**src/rtl/piano_pkg.sv**
```systemverilog
// Shared definitions for the piano tone generator: FSM states, the key
// frequency table and the half-period helper used to size the tone timer.
package piano_pkg;

    localparam int NUM_KEYS = 16;

    typedef enum logic [1:0] {
        ST_IDLE   = 2'd0,
        ST_PLAY   = 2'd1,
        ST_SWITCH = 2'd2,
        ST_STOP   = 2'd3
    } state_t;

    // Key frequencies in Hz, key 0 (C4) up to key 15 (D6).
    localparam int unsigned FREQ_HZ [NUM_KEYS] = '{
        262, 294, 330, 349, 392, 440, 494, 523,
        587, 659, 698, 784, 880, 988, 1047, 1175
    };

    // Clock cycles per half period of a key's square wave (rounded down).
    // CLK_HZ must keep the lowest key at or below 65535 so it fits the timer.
    function automatic logic [15:0] half_period(input int unsigned clk_hz,
                                                input logic [3:0]  key);
        return 16'(clk_hz / (2 * FREQ_HZ[key]));
    endfunction

endpackage

```
**src/rtl/key_prio_enc.sv**
```systemverilog
// Lowest-set-index priority encoder over the key vector, with a valid flag.
module key_prio_enc
    import piano_pkg::*;
(
    input  logic [NUM_KEYS-1:0] req,
    output logic                valid,
    output logic [3:0]          idx
);

    // Scan from the top down so the lowest set bit is the last one written.
    always_comb begin
        valid = 1'b0;
        idx   = 4'd0;
        for (int i = NUM_KEYS - 1; i >= 0; i--) begin
            if (req[i]) begin
                valid = 1'b1;
                idx   = 4'(i);
            end
        end
    end

endmodule

```
**src/rtl/piano_tone_gen.sv**
```systemverilog
// Square-wave buzzer driver for a 16-key keyboard. Newest press wins; pitch
// changes and note-off are deferred to the end of the current half period so
// the buzzer never sees a truncated half cycle.
//
// state     | meaning
// ----------+-----------------------------------------------------------
// ST_IDLE   | silent, timer parked at zero, waiting for a press
// ST_PLAY   | sounding note_idx
// ST_SWITCH | still sounding note_idx, pend_idx takes over at next toggle
// ST_STOP   | still sounding note_idx, goes silent at next toggle
module piano_tone_gen
    import piano_pkg::*;
#(
    parameter int unsigned CLK_HZ = 12_000_000
) (
    input  logic                clk,
    input  logic                rst,
    input  logic [NUM_KEYS-1:0] key_out,
    input  logic [NUM_KEYS-1:0] key_pulse,
    output logic                beep,
    output logic [3:0]          note_idx,
    output logic                note_on
);

    state_t      state;
    logic [15:0] cnt;
    logic [3:0]  pend_idx;

    logic        pulse_vld;
    logic [3:0]  pulse_idx;
    logic        held_vld;
    logic [3:0]  held_idx;

    logic [15:0] half_m1_tab [NUM_KEYS];
    logic        at_toggle;
    logic [15:0] cnt_next;
    logic        beep_next;

    key_prio_enc u_pulse_enc (
        .req   (key_pulse),
        .valid (pulse_vld),
        .idx   (pulse_idx)
    );

    // key_out is active-low, so invert to get the set of keys held down.
    key_prio_enc u_held_enc (
        .req   (~key_out),
        .valid (held_vld),
        .idx   (held_idx)
    );

    for (genvar g = 0; g < NUM_KEYS; g++) begin : g_half
        assign half_m1_tab[g] = half_period(CLK_HZ, 4'(g)) - 16'd1;
    end

    assign at_toggle = (cnt == half_m1_tab[note_idx]);
    assign cnt_next  = at_toggle ? 16'd0 : cnt + 16'd1;
    assign beep_next = at_toggle ? ~beep : beep;
    assign note_on   = (state != ST_IDLE);

    // Tone FSM: half-period timer, buzzer output and note selection.
    always_ff @(posedge clk) begin
        if (rst) begin
            state    <= ST_IDLE;
            cnt      <= 16'd0;
            beep     <= 1'b0;
            note_idx <= 4'd0;
            pend_idx <= 4'd0;
        end else begin
            case (state)
                ST_IDLE: begin
                    cnt  <= 16'd0;
                    beep <= 1'b0;
                    if (pulse_vld) begin
                        note_idx <= pulse_idx;
                        beep     <= 1'b1;
                        state    <= ST_PLAY;
                    end
                end
                ST_PLAY: begin
                    cnt  <= cnt_next;
                    beep <= beep_next;
                    // A fresh press beats a release seen in the same cycle.
                    if (pulse_vld && (pulse_idx != note_idx)) begin
                        pend_idx <= pulse_idx;
                        state    <= ST_SWITCH;
                    end else if (key_out[note_idx]) begin
                        if (held_vld) begin
                            pend_idx <= held_idx;
                            state    <= ST_SWITCH;
                        end else begin
                            state <= ST_STOP;
                        end
                    end
                end
                ST_SWITCH: begin
                    cnt  <= cnt_next;
                    beep <= beep_next;
                    if (pulse_vld) begin
                        pend_idx <= pulse_idx;
                    end
                    // A press landing on the toggle cycle is the newest key.
                    if (at_toggle) begin
                        note_idx <= pulse_vld ? pulse_idx : pend_idx;
                        state    <= ST_PLAY;
                    end
                end
                ST_STOP: begin
                    if (pulse_vld) begin
                        pend_idx <= pulse_idx;
                        cnt      <= cnt_next;
                        beep     <= beep_next;
                        state    <= ST_SWITCH;
                    end else if (at_toggle) begin
                        cnt   <= 16'd0;
                        beep  <= 1'b0;
                        state <= ST_IDLE;
                    end else begin
                        cnt <= cnt + 16'd1;
                    end
                end
                default: begin
                    state <= ST_IDLE;
                end
            endcase
        end
    end

endmodule

```
**config.mk**
```make
export PLATFORM = sky130hd
export DESIGN_NAME = piano_tone_gen
export DESIGN_NICKNAME = d
export VERILOG_FILES = /design/src/rtl/piano_pkg.sv /design/src/rtl/key_prio_enc.sv /design/src/rtl/piano_tone_gen.sv
export SDC_FILE = /design/constraint.sdc
export NUM_CORES = 1
export LEC_CHECK = 0
export BUFFER_PORTS_ARGS = -buffer_cell sky130_fd_sc_hd__buf_4
export CAP_MARGIN = 20
export CORE_MARGIN = 4
export CORE_UTILIZATION = 40
export DETAILED_ROUTE_END_ITERATION = 12
export SLEW_MARGIN = 20
export SYNTH_ARGS = -nofsm -noshare
export SYNTH_HDL_FRONTEND = slang
export SYNTH_HIERARCHICAL = 1
export SYNTH_SLANG_ARGS = --single-unit
```
**constraint.sdc**
```tcl
create_clock -name clk -period 5.85 [get_ports clk]
set_clock_uncertainty 0.1 [all_clocks]
set_input_delay 0.2925 -clock clk [delete_from_list [all_inputs] [get_ports clk]]
set_output_delay 0.2925 -clock clk [all_outputs]
set_load 0.01 [all_outputs]
```
# Word level (Yosys, flattened, before mapping)

Memories as Yosys holds them, arrays and structs flattened.
Cells that the tools add are included.

Add/subtract/negate cells: 1
$lt $le $gt $ge: 2
Equality and inequality tests: 10
Multiplexer cells: 91
Bitwise gates (word level): 3
Reductions and logical operators: 11

Operator list:

| cell                                                     | count |
|---|---|
| 2-to-1 mux 4 bit                                         | 38 |
| 2-to-1 mux 16 bit                                        | 3 |
| 2-to-1 mux 1 bit                                         | 38 |
| case mux 16 bit (2 select lines)                         | 1 |
| adder 16 x 1 -> 16 bit, second input constant            | 1 |
| equality test 16 bit                                     | 1 |
| inverter 16 bit                                          | 1 |
| case mux 4 bit (2 select lines)                          | 2 |
| 2-to-1 mux 2 bit                                         | 6 |
| inequality test 3 bit, second input constant             | 3 |
| case mux 2 bit (4 select lines)                          | 1 |
| AND reduction 3 bit                                      | 2 |
| nonzero test 2 bit                                       | 3 |
| greater-or-equal comparator 5 bit, second input constant | 1 |
| < comparator 4 x 5 -> 1 bit, second input constant       | 1 |
| inverter 4 -> 5 bit                                      | 1 |
| binary-select mux 1 bit (select 4 bit)                   | 1 |
| equality test 2 bit, second input constant               | 2 |
| inequality test 2 bit, second input constant             | 2 |
| inequality test 4 bit                                    | 1 |
| AND reduction 4 bit                                      | 1 |
| OR reduction 2 bit                                       | 2 |
| case mux 1 bit (3 select lines)                          | 1 |
| OR reduction 3 bit                                       | 1 |
| 4 further kinds                                          | 4 |

Flip-flop bits (word level): 27
Memory bits (read-only): 256
Logic and storage cells: 124
Memories: 1

Memories:

| name             | depth | bits a word | read ports | clocked after memory_dff | write ports | RTL line             | text |
|---|---|---|---|---|---|---|---|
| (name not given) | 16    | 16          | 1          | 0                        | 0           | piano_tone_gen.sv:56 | `assign at_toggle = (cnt == half_m1_tab[note_idx]);` |

# Longest topological paths before layout

Depth in word-level cells: 21
Mapped depth: 12

# Hierarchy

Netlist, hierarchy kept.

Modules (own cells, without submodules):

| module         | instances | cells each | area each (sq um) |
|---|---|---|---|
| piano_tone_gen | 1         | 330        | 2546.2 |
| key_prio_enc   | 2         | 33         | 178.9 |

# Worst setup path after synthesis

No wires, ideal clock.

Path kind: flip-flop to flip-flop
Start point: register note_idx[0]
End point: register cnt[10]
Library setup time: 115 ps
Arrival: 2744 ps
Data required time: 5635 ps
Slack: 2892 ps
Cell stages (with the launch flop): 12
Path buffers: 3
Period minus slack after synthesis: 2958 ps
Cell sequence: dfxtp_1 buf_2 inv_1 ha_1 buf_2 mux4_2 xnor2_1 o211ai_1 nor4_4 a211o_2 buf_4 nor2_1

Cells in the longest elaborated chain, start to end: 7

RTL lines:

| element                                              | RTL line                                    | text |
|---|---|---|
| start, declared                                      | piano_tone_gen.sv:21                        | `output logic [3:0] note_idx,` |
| start signal, assigned                               | piano_tone_gen.sv:75                        | `note_idx <= pulse_idx;` |
| start signal, assigned                               | piano_tone_gen.sv:104                       | `note_idx <= pulse_vld ? pulse_idx : pend_idx;` |
| inverter 4 -> 5 bit (implied by the code)            | piano_tone_gen.sv:56                        |  |
| memory (16 x 16 bit)                                 | --                                          |  |
| 2-to-1 mux 16 bit (implied by the code) (2 in a row) | piano_tone_gen.sv:56                        |  |
| equality test 16 bit                                 | piano_tone_gen.sv:56                        |  |
| 2-to-1 mux 16 bit                                    | piano_tone_gen.sv:57, piano_tone_gen.sv:114 |  |
| case mux 16 bit (2 select lines)                     | piano_tone_gen.sv:70                        | `case (state)` |
| end signal, assigned                                 | piano_tone_gen.sv:81                        | `cnt <= cnt_next;` |
| end signal, assigned                                 | piano_tone_gen.sv:111                       | `cnt <= cnt_next;` |
| end signal, assigned                                 | piano_tone_gen.sv:119                       | `cnt <= cnt + 16'd1;` |
| end, declared                                        | piano_tone_gen.sv:26                        | `logic [15:0] cnt;` |

No other way between the ends. The select of a mux whose other input is x is not followed.
A chain may end at the register's enable or synchronous reset.

# Worst setup path after layout

Start point: register note_idx[1]
End point: register state[0]

Cells in the longest elaborated chain, start to end: 7
Elaborated cells between the ends (all ways): 15
Those cells by class: 5 x eq/ne; 6 x mux; 1 x bitwise; 2 x reduce/logical; 1 x memory

RTL lines:

| element                                                                  | RTL line             | text |
|---|---|---|
| inverter 4 -> 5 bit (implied by the code)                                | piano_tone_gen.sv:56 |  |
| memory (16 x 16 bit)                                                     | --                   |  |
| 2-to-1 mux 16 bit (implied by the code) (2 in a row)                     | piano_tone_gen.sv:56 |  |
| equality test 16 bit                                                     | piano_tone_gen.sv:56 |  |
| inequality test 3 bit (no line) or inequality test 2 bit (tied branches) | --                   |  |
| AND reduction 4 bit (no line)                                            | --                   |  |
| end signal, assigned                                                     | piano_tone_gen.sv:64 | `state <= ST_IDLE;` |
| end signal, assigned                                                     | piano_tone_gen.sv:77 | `state <= ST_PLAY;` |
| end signal, assigned                                                     | piano_tone_gen.sv:86 | `state <= ST_SWITCH;` |
| end, declared                                                            | piano_tone_gen.sv:25 | `state_t state;` |

Several ways; a longest one is shown, not always the timed one. The select of a mux whose other input is x is not followed.

==> impl_summary.md <==
Power
The worst-case IR drop observed on VDD is roughly 0.12 mV. The power density over the cells is ~250 nW/um^2. The analysis attributes to cell leakage a power of 1.29 nW.

The total design power is 809 uW.

Cells and area
From synthesis to final layout, the design area changed by 11.5%. The share of the core filled with cells in the final layout is 0.469. At the end of the flow, the number of nets in the layout was about 460. Of the cells placed in the final design, the portion with a size suffix greater than 1 is 0.163. 0 antenna diodes ended up in the layout. With fillers left out, the area of the finished cells amounts to 3240 sq um. The count of cells in the finished layout, fillers not included, comes to 512.

GRT
The initial antenna violation count is 0. The global-route wire length before repair is 12600 um. Across every metal layer, demand over resource in global routing totals 0.175. The global route total overflow is 0. The largest net degree at the start of global routing is 30.

The number of global-route vias before repair is ~2700.

Synth
The dominant cell by count in the synthesized netlist is nor2_1. In the post-synthesis netlist, the biggest area contributors are dfxtp_1 (19%), nor2_1 (5.8%), ha_1 (5.6%), nand2_1 (4.9%), a21oi_1 (4.7%). The library cell with the largest summed area after synthesis is dfxtp_1. The sequential-to-total area share from yosys stat is 0.186. The proportion of synthesized flip-flops having asynchronous set or reset is 0. For this run, the number of Yosys warnings is 6. In the synthesized netlist, the number of instances is 396. The total nets after synthesis is around 440.

The number of distinct library cells after synthesis is 62. The summed instance area of the synthesized netlist is ~2900 sq um. The dominant register cell in the synthesized netlist is dfxtp_1. The count of flip-flops with a built-in enable after synthesis is 0. The post-synthesis area per instance is roughly 7.3 sq um. In the synthesized netlist, the cells that appear most often are nor2_1 (45), nand2_1 (38), inv_1 (36), a21oi_1 (27), dfxtp_1 (27).

The total of flip-flops plus latches after synthesis is 27. The area share of the leading cell type in the synthesized netlist is 0.186.

Clocking
The post-CTS setup-driven buffer insertion count is 0. The largest buffer count on any clock path is 2. CTS placed an instance of clkbuf_8 at the clock tree root. The clock drives 27 sinks. The number of gates resized after CTS is 0. The clock latency on the worst-skew pair is 280 ps. The number of hold buffers added after CTS is 0. The clock-pin transition on the worst setup and hold timing paths is about 100 ps. The number of buffers created by CTS is 3.

The deepest level of the CTS H-tree is 1. TritonCTS built the clock tree.

Detailed routing
The number of search-and-repair iterations in the first detailed-routing pass is 5. The detailed-route DRC error count is 0. The mean routed wirelength per cell is 14.6 um. The routed design has between 7000 and 8000 um of wire. The post-detailed-route via-to-cell ratio is around 5.6. The count of nets left with antenna violations once routing finished came out at 0. Across all layers, the routed design uses between 2000 and 3000 vias.

The detailed router finished its first iteration with around 160 violations.

Placement
Timing analysis after detailed placement gives a worst setup slack of approximately 2100 ps. Input and output buffers added on the ports amount to 39. The HPWL after detailed placement is between 5000 and 6000 um. In this run, placement finished with an instance count of ~510. The congestion estimate from routability-driven global placement came to slightly above 0.9.

The cell area after placement is approximately 3200 sq um.

STA
The count of final max-slew check failures is 0. The achievable clock frequency is roughly 270 MHz. Setup repair after global routing left no endpoint under its margin.

The setup TNS after final layout is 0 ps. The hold slack is approximately 180 ps. The portion of the clock cycle consumed by the worst path in the final layout is 0.642.

The number of setup violations in the final report is 0. For the pin with the worst max-slew slack, the measured transition is 892 ps. The final count of hold timing violations is 0. The worst pin sits at a relative slew slack of 0.405. The final critical-path setup slack is about 2100 ps.

For the finished layout, the period the worst path requires is between 3000 and 4000 ps.

Min path
In this run the most critical hold path is launched from rst. The type of the worst min-delay path is in -> reg.

Worst setup path
Walking the worst path, the cells encountered are inv_1 > ha_1 > nor2b_1 > nor3_1 > nor4b_1 > o2111ai_1 > nor4_4 > o21ai_1 > a221oi_1. Along the worst path, the maximum fanout reaches 20. In this run the worst setup path begins at note_idx[1]. The worst setup path is captured at a register. At the worst endpoint, the arrival time is ~3900 ps.

For the worst setup path, the data required time is around 5900 ps. The dominant delay contributor by cell family on the critical path is simple AND/OR/NAND/NOR gates. The type of the worst setup path is reg -> reg. The startpoint type of the worst setup path is a register. For this design, the slowest cell found on the critical path is dfxtp_1. The critical path's largest stage delay is approximately 830 ps. In this run the critical register-to-register path is launched from note_idx[1]. The buffering stage count on the worst path with inverters included is 1.

Floorplanning
The die is between 90 and 100 um wide. The vertical die dimension is 93.2 um. The starting utilization of the core area is 0.420. The number of top-level pins is 40. The area of the core is a little under 7000 sq um. The cell row count is 30. The die footprint is 8690 sq um.

Outcome
The flow ran to the end, and the final reports show no timing, DRC or antenna violations.

Job
The number of violations of the max-capacitance limit is 0.
layout by cell type, fill, tap and decap left out, types with 9 or more instances in the layout:
cell type  Yosys  final
a21oi_1       27     27
buf_4          1     40
dfxtp_1       27     27
ha_1          13     13
inv_1         36     36
nand2_1       38     38
nand3_1        9      9
nor2_1        45     45
o21ai_0       19     19
xnor2_1       10     10
xor2_1        15     15
state kept, by name, summed over array words and instances, names as in the netlist:
register  flops
cnt          16
note_idx      4
pend_idx      4
state         2
beep          1
per-layer routing:
metal | GRT usage | vias to the layer above | share of wire
met4 | 0.0440 | 0 | 0.0055
met2 | 0.275 | 80 | 0.45
li1 | - | 1445 | -
met5 | 0 | - | 0
met3 | 0.0185 | 6 | 0.047
met1 | 0.254 | 1316 | 0.50
logic make-up (layout without fill, tap and decap cells):
kind of cell | count (synthesis) | count (layout) | synth area share
flops | 27 | 27 | 0.186
buf+inv | 62 | 82 | 0.0952
compound gates | 97 | 97 | 0.224
xor+xnor | 25 | 25 | 0.0754
mux | 14 | 14 | 0.0745
simple gates | 158 | 158 | 0.288
fa+ha+maj | 13 | 13 | 0.0560
layout make-up:
cell class,instances,area [sq um]
clock buffers,3,41.3
inverters,38,143
clock inverters,1,7.51
fillers,726,3670
multi-input cells,307,2090
flip-flops and latches,27,541
repair buffers,40,300
well taps,96,120
report_power, final:
part	total (mW)	switching, mW	internal, mW
sequential	0.254	0.0423	0.212
clock	0.113	0.0649	0.0485
combinational	0.442	0.249	0.192
total	0.809	0.357	0.453
final timing paths:
kind / endpoint / slack [ps] / depth (start not counted)
max: state[0] / 2090 / 9
min: pend_idx[1] / 180 / 2
min reg2reg: pend_idx[2] / 380 / 2
max reg2reg: state[0] / 2090 / 9
worst reg2reg max path, delay by kind of cell, from the launching register on:
kind | cells | cell delay (ps)
compound gates | 3 | 750
fa+ha+maj | 1 | 530
buf+inv | 1 | 280
flops | 1 | 830
simple gates | 4 | 1180
No activity file was read; power rests on OpenSTA's default activity.
